===== src/rtl/led_matrix_pkg.sv =====
// Shared definitions for the LED matrix scan controller.
// Optional feature macro: SCAN_BLANK_EN (inserts a blanking gap after every column).
package led_matrix_pkg;

    localparam int unsigned NUM_COLS_DEF = 5;
    localparam int unsigned NUM_ROWS_DEF = 7;

    // Column drive is active-low, so "all off" is all ones.
    localparam logic [NUM_COLS_DEF-1:0] COLS_ALL_OFF = '1;

    typedef enum logic [1:0] {
        ST_IDLE  = 2'd0,
        ST_LOAD  = 2'd1,
        ST_DRIVE = 2'd2
`ifdef SCAN_BLANK_EN
        ,
        ST_BLANK = 2'd3
`endif
    } scan_state_e;

    // Counter width: clog2 of the larger interval, never narrower than one bit.
    function automatic int unsigned cnt_width(input int unsigned a, input int unsigned b);
        int unsigned m;
        m = (a > b) ? a : b;
        return (m < 2) ? 1 : $clog2(m);
    endfunction

endpackage


===== src/rtl/scan_dwell_timer.sv =====
// Loadable down-counter; tc_c flags that the current interval ends this cycle.
// Holds at zero instead of wrapping.
module scan_dwell_timer #(
    parameter int unsigned CNT_W = 16
) (
    input  logic             clk,
    input  logic             reset,
    input  logic             load,
    input  logic [CNT_W-1:0] load_val,
    output logic             tc_c
);

    logic [CNT_W-1:0] cnt_q;
    logic [CNT_W-1:0] cnt_d;

    // Reload on request, otherwise count down and stick at zero.
    always_comb begin
        cnt_d = cnt_q;
        if (load) begin
            cnt_d = load_val;
        end else if (cnt_q != '0) begin
            cnt_d = cnt_q - CNT_W'(1);
        end
    end

    // Counter register.
    always_ff @(posedge clk) begin
        if (reset) begin
            cnt_q <= '0;
        end else begin
            cnt_q <= cnt_d;
        end
    end

    assign tc_c = (cnt_q == '0);

endmodule


===== src/rtl/led_matrix_scan_controller.sv =====
// Time-multiplexed column scanner for the 5x7 irrigation status matrix.
// Latches the decoder row images once per frame and drives one column at a
// time for DWELL_CYCLES clocks. Define SCAN_BLANK_EN to add BLANK_CYCLES of
// all-off blanking after every column.
module led_matrix_scan_controller
    import led_matrix_pkg::*;
#(
    parameter int unsigned NUM_COLS     = NUM_COLS_DEF,
    parameter int unsigned NUM_ROWS     = NUM_ROWS_DEF,
    parameter int unsigned DWELL_CYCLES = 50000,
    parameter int unsigned BLANK_CYCLES = 2
) (
    input  logic                         clk,
    input  logic                         reset,
    input  logic                         enable,
    input  logic [NUM_COLS*NUM_ROWS-1:0] frame_rows,
    output logic [NUM_COLS-1:0]          columns,
    output logic [NUM_ROWS-1:0]          rows,
    output logic                         frame_done
);

    localparam int unsigned IMG_W = NUM_COLS * NUM_ROWS;
    localparam int unsigned IDX_W = (NUM_COLS < 2) ? 1 : $clog2(NUM_COLS);
    localparam int unsigned CNT_W = cnt_width(DWELL_CYCLES, BLANK_CYCLES);

    localparam logic [IDX_W-1:0] LAST_IDX   = IDX_W'(NUM_COLS - 1);
    localparam logic [CNT_W-1:0] DWELL_LOAD = CNT_W'(DWELL_CYCLES - 1);
`ifdef SCAN_BLANK_EN
    localparam logic [CNT_W-1:0] BLANK_LOAD = CNT_W'(BLANK_CYCLES - 1);
`endif

    scan_state_e         state_q, state_d;
    logic [IDX_W-1:0]    idx_q, idx_d;
    logic [IMG_W-1:0]    shadow_q, shadow_d;
    logic [NUM_COLS-1:0] columns_q, columns_d;
    logic [NUM_ROWS-1:0] rows_q, rows_d;
    logic                frame_done_q, frame_done_d;

    logic                col_done_c;
    logic                tmr_load;
    logic [CNT_W-1:0]    tmr_val;
    logic                tmr_tc_c;

    // Single timer shared by dwell and blank intervals.
    scan_dwell_timer #(
        .CNT_W (CNT_W)
    ) u_timer (
        .clk      (clk),
        .reset    (reset),
        .load     (tmr_load),
        .load_val (tmr_val),
        .tc_c     (tmr_tc_c)
    );

    // Next-state, column advance and frame-end logic.
    always_comb begin
        state_d      = state_q;
        idx_d        = idx_q;
        shadow_d     = shadow_q;
        frame_done_d = 1'b0;
        tmr_load     = 1'b0;
        tmr_val      = DWELL_LOAD;
        col_done_c   = 1'b0;

        case (state_q)
            ST_IDLE: begin
                if (enable) begin
                    state_d = ST_LOAD;
                end
            end
            ST_LOAD: begin
                shadow_d = frame_rows;
                idx_d    = '0;
                tmr_load = 1'b1;
                tmr_val  = DWELL_LOAD;
                state_d  = ST_DRIVE;
            end
            ST_DRIVE: begin
                if (tmr_tc_c) begin
`ifdef SCAN_BLANK_EN
                    tmr_load = 1'b1;
                    tmr_val  = BLANK_LOAD;
                    state_d  = ST_BLANK;
`else
                    col_done_c = 1'b1;
`endif
                end
            end
`ifdef SCAN_BLANK_EN
            ST_BLANK: begin
                if (tmr_tc_c) begin
                    col_done_c = 1'b1;
                end
            end
`endif
            default: begin
                state_d = ST_IDLE;
            end
        endcase

        // enable is only looked at here and in IDLE, i.e. at frame boundaries.
        if (col_done_c) begin
            if (idx_q != LAST_IDX) begin
                idx_d    = idx_q + IDX_W'(1);
                tmr_load = 1'b1;
                tmr_val  = DWELL_LOAD;
                state_d  = ST_DRIVE;
            end else begin
                frame_done_d = 1'b1;
                state_d      = enable ? ST_LOAD : ST_IDLE;
            end
        end
    end

    // Output image for the state being entered, so outputs change on that edge.
    always_comb begin
        columns_d = '1;
        rows_d    = '0;
        if (state_d == ST_DRIVE) begin
            for (int unsigned c = 0; c < NUM_COLS; c++) begin
                if (idx_d == IDX_W'(c)) begin
                    columns_d[c] = 1'b0;
                    rows_d       = shadow_d[c*NUM_ROWS +: NUM_ROWS];
                end
            end
        end
    end

    // State, shadow image and registered outputs.
    always_ff @(posedge clk) begin
        if (reset) begin
            state_q      <= ST_IDLE;
            idx_q        <= '0;
            shadow_q     <= '0;
            columns_q    <= '1;
            rows_q       <= '0;
            frame_done_q <= 1'b0;
        end else begin
            state_q      <= state_d;
            idx_q        <= idx_d;
            shadow_q     <= shadow_d;
            columns_q    <= columns_d;
            rows_q       <= rows_d;
            frame_done_q <= frame_done_d;
        end
    end

    assign columns    = columns_q;
    assign rows       = rows_q;
    assign frame_done = frame_done_q;

endmodule


===== config.mk =====
export PLATFORM = sky130hd
export DESIGN_NAME = led_matrix_scan_controller
export DESIGN_NICKNAME = d
export VERILOG_FILES = /design/src/rtl/led_matrix_pkg.sv /design/src/rtl/scan_dwell_timer.sv /design/src/rtl/led_matrix_scan_controller.sv
export SDC_FILE = /design/constraint.sdc
export NUM_CORES = 1
export LEC_CHECK = 0
export ABC_AREA = 0
export BUFFER_PORTS_ARGS = -buffer_cell sky130_fd_sc_hd__buf_4
export CAP_MARGIN = 20
export CORE_MARGIN = 5
export CORE_UTILIZATION = 45
export DETAILED_ROUTE_END_ITERATION = 7
export GPL_TIMING_DRIVEN = 0
export PLACE_DENSITY = 0.66
export SYNTH_ARGS = -nofsm -noshare
export SYNTH_HDL_FRONTEND = slang
export SYNTH_SLANG_ARGS = --single-unit

===== constraint.sdc =====
create_clock -name clk -period 2.85 [get_ports clk]
set_clock_uncertainty 0.15 [all_clocks]
set_input_delay 0.57 -clock clk [delete_from_list [all_inputs] [get_ports clk]]
set_output_delay 0.57 -clock clk [all_outputs]
set_load 0.02 [all_outputs]

==> reports/qor.yml, run 1 <==
start_util_pct: 46.0
post-synth-top-area-cell: "dfxtp_1"
dp_hpwl_um: 5800
synthFlopType: "dfxtp_1"
fin_crit_ps: 2760
ctsHoldBuffers: 0
track_usage_pct: 18.6
cts.sinks: 69
ys_types: 50
antenna_found_initial: 0
min_path_type: "input pin to register"
wl_per_cell_um: 15.8
synth_top_family_by_area: "simple AND/OR/NAND/NOR gates"
avgSynthCellArea_um2: 9.73
yosysTopAreaCellShare_pct: 41.9
setup_tns_ps: 0
placed_cells: 487
grt_util_met3_pct: 3.95
maxSlewViolCount: 0
critPathKind: "register to register"
finalCritPeriodShare_pct: 97.0
worst_slew_pin_slew_ps: 718
grt_pass1_vias: 2613
synthSimpleGateAreaFrac_pct: 20.1
overflow: 0
syn-num-nets: 385
drive_gt1_share_pct: 28.6
rows: 31
yosysMostFrequentCell: "dfxtp_1"
rsz0062_at_grt: "no"
path_max_fanout: 9
fmax_ghz: 0.362
grt_max_degree: 14
relSlewSlack_pct: 52.1
yosysSeqAreaShare_pct: 41.9
synth-compound-area-share_pct: 11.3
clk_pin_slew_ps: 80
wl_um: 8050
vdd_drop_max_mv: 0.389
cp.arrival_ps: 2830
dieArea_um2: 9140
outcome: "finished, final reports clean"
antenna_cells: 0
ios: 51
synthXorXnorAreaFrac_pct: 4.29
met1_usage_pct: 25.1
via_per_inst: 5.22
route.detailed.drc: 0
critical_path.endpoint_type: "register"
synthAdderAreaFrac_pct: 3.03
finalNetCount: 450
synth-edff-count: 0
synthArstFlopShare_pct: 0
powerDensity_nw_per_um2: 886
synthTopCellsByArea: "dfxtp_1 42%, mux2i_1 13%, nor2_1 6.5%, a21oi_1 3.0%, ha_1 3.0%"
firstDrtPassIters: 6
p_leak_nw: 1.64
max_cap_violations: 0
postSynthCellCount: 339
clk_latency_ps: 340
htree_levels: 3
drtIter0Drc: 100
die-width_um: 95.6
cts_tree: "yes"
cts_buffers: 9
clk_path_buf_depth: 2
synth_commonest_cells: "69 x dfxtp_1, 57 x nor2_1, 44 x mux2i_1, 20 x a21oi_1, 15 x nand2_1"
fin_hold_ws_ps: 319
muxShareOfSynthArea_pct: 16.1
placed_area_um2: 3790
core_um2: 7180
ys_ff_latch: 69
grt_pass1_wl_um: 12800
vias: 2653
synth_warnings: 0
finalHoldViolations: 0
required_ps: 2920
syn_to_final_growth_pct: 25.0
final_area_um2: 4120
use_met2_pct: 28.4
setup_violations: 0
stdcell_count: 508
grt_busiest_layer: "met2"
port_buffers: 49
dieHeight_um: 95.6
place.gp.congestion: 0.809
root_buffer: "clkbuf_8"
drt.antenna.violating_nets: 0
start_kind: "register"
syn_area_um2: 3300
==> area by class of cell <==
cell class              instances  area, um2
multi-input cells             248       1870
flip-flops and latches         69       1380
inverters                       6       22.5
repair buffers                 54        418
clock buffers                   9        124
plain buffers                  16       87.6
well taps                      99        124
fillers                       635       3050
clock inverters                 7       97.6
==> power by group <==
group	internal, mW	switching [mW]
sequential	1.16	0.187
combinational	0.664	0.751
clock	0.497	0.393
total	2.32	1.33
==> cell families (layout without fill, tap and decap cells) <==
logic type | count (synthesis) | in the layout
buffers and inverters | 22 | 92
AO/OA/AOI/OAI | 55 | 55
XOR/XNOR | 14 | 14
AND/OR/NAND/NOR | 119 | 119
multiplexers | 52 | 52
adder cells (fa/ha/maj) | 8 | 8
flip-flops | 69 | 69
==> critical path, stage by stage, from the launching register on <==
cell and delay (ps):
dfxtp_1 400, or4_4 610, nor4_4 250, and4_1 260
buf_6 170, mux2_2 350, a21o_1 180, o31a_1 270
==> through the flow <==
step           power [mW]  util (%)  worst slack (ps)
2_1_floorplan        2.40         -               284
3_3_place_gp         2.66      52.8              -105
3_5_place_dp         2.69      52.8              -112
4_1_cts              3.61      56.7              18.6
5_1_grt              3.88      57.4              3.81
6_report             3.65      57.4              86.1
==> final timing paths <==
path	to	from	cells past startpoint	slack, ps
setup reg to reg	rows[0]	u_timer.cnt_q[8]	7	90
hold / removal	shadow_q[6]	frame_rows[6]	3	320
setup / recovery	rows[0]	u_timer.cnt_q[8]	7	90
hold reg to reg	shadow_q[25]	shadow_q[25]	2	340
==> layer usage <==
| metal | vias up | part of all wire, % |
|---|---|---|
| li1 | 1321 | - |
| met1 | 1244 | 46 |
| met2 | 77 | 47 |
| met3 | 11 | 5.4 |
| met4 | 0 | 1.5 |
| met5 | - | 0 |
==> sequential cells by signal (all words and copies together), names as in the netlist <==
name / count
idx_q: 3
u_timer.cnt_q: 16
columns: 5
frame_done: 1
shadow_q: 35
state_q: 2
rows: 7
==> timing repair <==
| item | 4_1_cts | 5_1_grt |
|---|---|---|
| setup buffers | 5 | 0 |
| resized for setup | 2 | 12 |
| endpoints found under the setup margin | 17 | 17 |
| pin swaps | 2 | 0 |
| gates cloned | 0 | 0 |
==> layout by cell type (no fill, tap or decap), types with 3 or more instances in the layout <==
| cell | count |
|---|---|
| nand3_1 | 4 |
| a21o_1 | 6 |
| nor2b_1 | 4 |
| a21oi_1 | 19 |
| ha_1 | 7 |
| buf_2 | 4 |
| nor2_1 | 56 |
| o21ai_0 | 5 |
| buf_6 | 3 |
| mux2i_1 | 44 |
| clkbuf_1 | 7 |
| buf_4 | 53 |
| nand2b_1 | 3 |
| nor3_1 | 3 |
| inv_1 | 6 |
| xor2_1 | 5 |
| mux2_2 | 8 |
| nand2_1 | 15 |
| o22ai_2 | 5 |
| dfxtp_1 | 68 |
| xnor2_1 | 8 |
| o21ai_1 | 3 |
| or4_4 | 4 |
| o31a_1 | 7 |
| clkbuf_8 | 9 |
| or3_1 | 3 |
Power figures use the tool's default switching activity.
==> run 2: changes to the inputs <==
==> constraint.sdc (replaced) <==
create_clock -name clk -period 2.85 [get_ports clk]
set_clock_uncertainty 0.15 [all_clocks]
set_input_delay 0.1425 -clock clk [delete_from_list [all_inputs] [get_ports clk]]
set_output_delay 0.1425 -clock clk [all_outputs]
set_load 0.02 [all_outputs]
==> reports/qor.yml, run 2 (synthesis results as in run 1) <==
outcome: "finished, final reports clean"
p_total_mw: 3.70
port_buffers: 49
clk_latency_ps: 340
setup_violations: 0
multi_input_area_um2: 1870
antenna_cells: 0
vdd_drop_max_mv: 0.390
vias: 2790
drt.antenna.violating_nets: 0
placed_area_um2: 3790
min_path_type: "input pin to register"
drtIter0Drc: 100
ios: 51
drive_gt1_share_pct: 26.3
hp-start: "reset"
clk_pin_slew_ps: 80
placed_cells: 487
grt_pass1_wl_um: 13600
powerDensity_nw_per_um2: 825
path_max_fanout: 9
via_per_inst: 5.13
critical_path.cell_chain: "or4_4 > nor4_4 > and4_1 > buf_6 > mux2_2 > a21o_1 > o31a_1"
finalCritPeriodShare_pct: 97.0
fmax_ghz: 0.362
worst_slew_pin_slew_ps: 745
slowest_delay_ps: 610
critPathKind: "register to register"
firstDrtPassIters: 4
final_area_um2: 4480
clk_path_buf_depth: 2
top_register: "shadow_q"
worst_path_max_delay_cell: "or4_4"
place.gp.congestion: 0.809
rsz0062_at_grt: "no"
critical_path.endpoint_type: "register"
relSlewSlack_pct: 50.3
fillers: 589
cp-startpoint: "u_timer.cnt_q[8]"
die-width_um: 95.6
start_util_pct: 46.0
core_um2: 7180
max_cap_violations: 0
maxSlewViolCount: 0
cts_tree: "yes"
dieArea_um2: 9140
r2r_start: "u_timer.cnt_q[8]"
wl_um: 8460
root_buffer: "clkbuf_8"
seq_area_um2: 1380
grt_max_degree: 14
htree_levels: 3
required_ps: 2930
ff2ff_setup_slack_ps: 90
dp_hpwl_um: 5800
antenna_found_initial: 0
syn_to_final_growth_pct: 36.0
stdcell_count: 544
dieHeight_um: 95.6
start_kind: "register"
cts.sinks: 69
final_core_utilization_pct: 62.5
wl_per_cell_um: 15.5
route.detailed.drc: 0
p_leak_nw: 1.79
cp.arrival_ps: 2840
overflow: 0
finalNetCount: 486
fin_crit_ps: 2760
rows: 31
final_cell_mix: "68 x dfxtp_1, 56 x nor2_1, 53 x buf_4"
largest_register_ff_count: 35
cts_buffers: 9
finalHoldViolations: 0
grt_pass1_vias: 2817
layout_commonest_cell: "dfxtp_1"
track_usage_pct: 19.5
## run 2: changes by cell type in the layout (fill, tap and decap cells not counted), sizes merged
cell / before / now
dlygate4sd3: 0 / 36
buf: 63 / 62
clkbuf: 16 / 17
## run 2: per-layer routing
layer / track usage [%] / share of wire [%] / vias to the layer above
met1: 25.4 / 47 / 1314
met5: 0 / 0 / -
met2: 31.4 / 48 / 73
met4: 8.53 / 1.3 / 0
li1: - / - / 1393
met3: 3.71 / 4.2 / 10
## run 2: worst paths after layout
path                                      to  depth (start not counted)
worst max-delay path                 rows[0]                          7
worst min-delay path            shadow_q[26]                          3
worst max register to register       rows[0]                          7
worst min register to register  shadow_q[33]                          2
## run 2: layout make-up
type / instances / share of cell area [%]
Buffer: 16 / 2.01
Clock buffer: 9 / 2.76
Clock inverter: 7 / 2.18
Inverter: 6 / 0.502
Multi-Input combinational cell: 248 / 41.6
Sequential cell: 69 / 30.8
Tap cell: 99 / 2.76
Timing Repair Buffer: 90 / 17.4
## run 2: where the power goes
part | switching (mW) | leakage, nW | internal (mW) | total (mW)
Clock | 0.397 | 0.106 | 0.497 | 0.894
Sequential | 0.188 | 0.564 | 1.16 | 1.35
Combinational | 0.762 | 1.12 | 0.696 | 1.46
## run 2: critical path: cells and delay by family, from the launching register on
family	cells	cell delay, ps
DFF	1	400
muxes	1	360
AOI/OAI and AO/OA	2	450
buffers and inverters	1	170
and+or+nand+nor	3	1120
## run 2: what timing repair did
action                     4_1_cts  5_1_grt
gates resized for setup          2       13
buffers inserted                 5        0
hold endpoints to repair        36        0
pin swaps                        2        0
hold buffers                    36        0
setup endpoints to repair       17       17
## run 2: metrics by stage
stage                     hold slack (ps)  setup WS [ps]  TNS (ps)
after floorplan                       140            284         0
after global placement                238           -105      -519
after detailed placement              242           -112      -518
after CTS                             259           18.6         0
after global routing                  321           12.6         0
final                                 277           86.8         0
==> run 3: changes to the inputs <==
Settings changed: ABC_AREA 0 to unset, BUFFER_PORTS_ARGS -buffer_cell sky130_fd_sc_hd__buf_4 to unset, DONT_BUFFER_PORTS set to 1.
==> reports/qor.yml, run 3 (synthesis results as in run 1) <==
final_area_um2: 4060
clk_latency_ps: 340
powerDensity_nw_per_um2: 863
p_switching_mw: 1.36
place.gp.congestion: 0.816
antenna_found_initial: 0
final_core_utilization_pct: 56.6
slowest_delay_ps: 620
die-width_um: 95.6
cts_tree: "yes"
drt.antenna.violating_nets: 0
clk_path_buf_depth: 2
cts.sinks: 69
min_path_type: "input pin to register"
port_buffers: 0
layout_commonest_cell: "dfxtp_1"
max_cap_violations: 0
via_per_inst: 5.21
critical_path.top_delay_family: "simple AND/OR/NAND/NOR gates"
relSlewSlack_pct: 48.8
top_register: "shadow_q"
start_kind: "register"
grt_pass1_vias: 2562
clk_pin_slew_ps: 80
dieHeight_um: 95.6
cts_buffers: 9
path_max_fanout: 9
dieArea_um2: 9140
worst-path-buf-inv: 1
critPathKind: "register to register"
p_clk_share_pct: 20.7
fin_hold_ws_ps: 31.3
grt_max_degree: 14
setup_tns_ps: 0
fmax_ghz: 0.364
critical_path.cell_chain: "or4_4 > nor4_4 > and4_1 > buf_6 > mux2_2 > a21o_1 > o31a_1"
route.detailed.drc: 0
worst_slew_pin_slew_ps: 768
maxSlewViolCount: 0
rows: 31
syn_to_final_growth_pct: 23.1
p_leak_nw: 1.53
intPower_mw: 2.15
place_ws_ps: -63.1
outcome: "finished, final reports clean"
finalHoldViolations: 0
required_ps: 2930
overflow: 0
core_um2: 7180
cp.arrival_ps: 2830
largest_register_ff_count: 35
start_util_pct: 46.0
worst_path_max_delay_cell: "or4_4"
wl_um: 7960
antenna_cells: 0
setup_violations: 0
grt_pass1_wl_um: 12700
track_usage_pct: 18.3
ios: 51
drive_gt1_share_pct: 15.6
root_buffer: "clkbuf_8"
finalNetCount: 433
finalCritPeriodShare_pct: 96.3
ff2ff_setup_slack_ps: 110
pwr-share-comb_pct: 40.2
vdd_drop_max_mv: 0.383
fin_crit_ps: 2740
htree_levels: 3
drtIter0Drc: 59
wl_per_cell_um: 16.2
dp_hpwl_um: 5540
vias: 2557
final_cell_mix: "69 x dfxtp_1, 56 x nor2_1, 44 x mux2i_1"
firstDrtPassIters: 4
critical_path.endpoint_type: "register"
netSwitchingFraction_pct: 38.7
power_frac_seq_pct: 39.2
placed_area_um2: 3420
fin_ws_ps: 105
==> run 3: metrics by stage <==
step,instances,power (mW)
2_1_floorplan,339,2.40
3_3_place_gp,438,2.60
3_5_place_dp,438,2.63
4_1_cts,491,3.41
5_1_grt,491,3.73
6_report,491,3.50
==> run 3: timing repair <==
item | 4_1_cts | 5_1_grt
hold buffers | 36 | 0
setup endpoints to repair | 10 | 16
hold endpoints to repair | 40 | 0
pin swaps | 1 | 1
setup buffers | 1 | 0
resized for setup | 3 | 12
==> run 3: worst paths after layout <==
kind               startpoint            to  cells past startpoint
max          u_timer.cnt_q[8]       rows[0]                      7
min reg2reg      shadow_q[18]  shadow_q[18]                      2
min             frame_rows[2]       rows[2]                      3
max reg2reg  u_timer.cnt_q[8]       rows[0]                      7
==> run 3: area by class of cell <==
class	instances	area [um2]
fillers	633	3120
multi-input cells	248	1890
flip-flops and latches	69	1380
repair buffers	37	380
clock buffers	9	124
well taps	99	124
plain buffers	16	90.1
clock inverters	7	50.0
inverters	6	22.5
==> run 3: power groups by stage <==
stage	clock [mW]	sequential [mW]	combinational [mW]
2_1_floorplan	0	1.33	1.06
3_3_place_gp	0	1.36	1.24
3_5_place_dp	0	1.37	1.26
4_1_cts	0.733	1.35	1.33
5_1_grt	0.780	1.40	1.55
6_report	0.724	1.37	1.41
==> run 3: per-layer routing <==
| metal | up-vias | wire length (um) | part of all wire, % | global-route usage (%) |
|---|---|---|---|---|
| met2 | 55 | 3630 | 46 | 28.2 |
| li1 | 1292 | - | - | - |
| met3 | 6 | 442 | 5.5 | 4.74 |
| met4 | 0 | 81 | 1.0 | 7.35 |
| met5 | - | 0 | 0 | 0 |
| met1 | 1204 | 3810 | 48 | 24.3 |
==> run 3: tightest hold or removal path, delay by kind of cell <==
| kind | cells | cell delay [ps] |
|---|---|---|
| AOI/OAI and AO/OA | 2 | 220 |
| muxes | 1 | 130 |
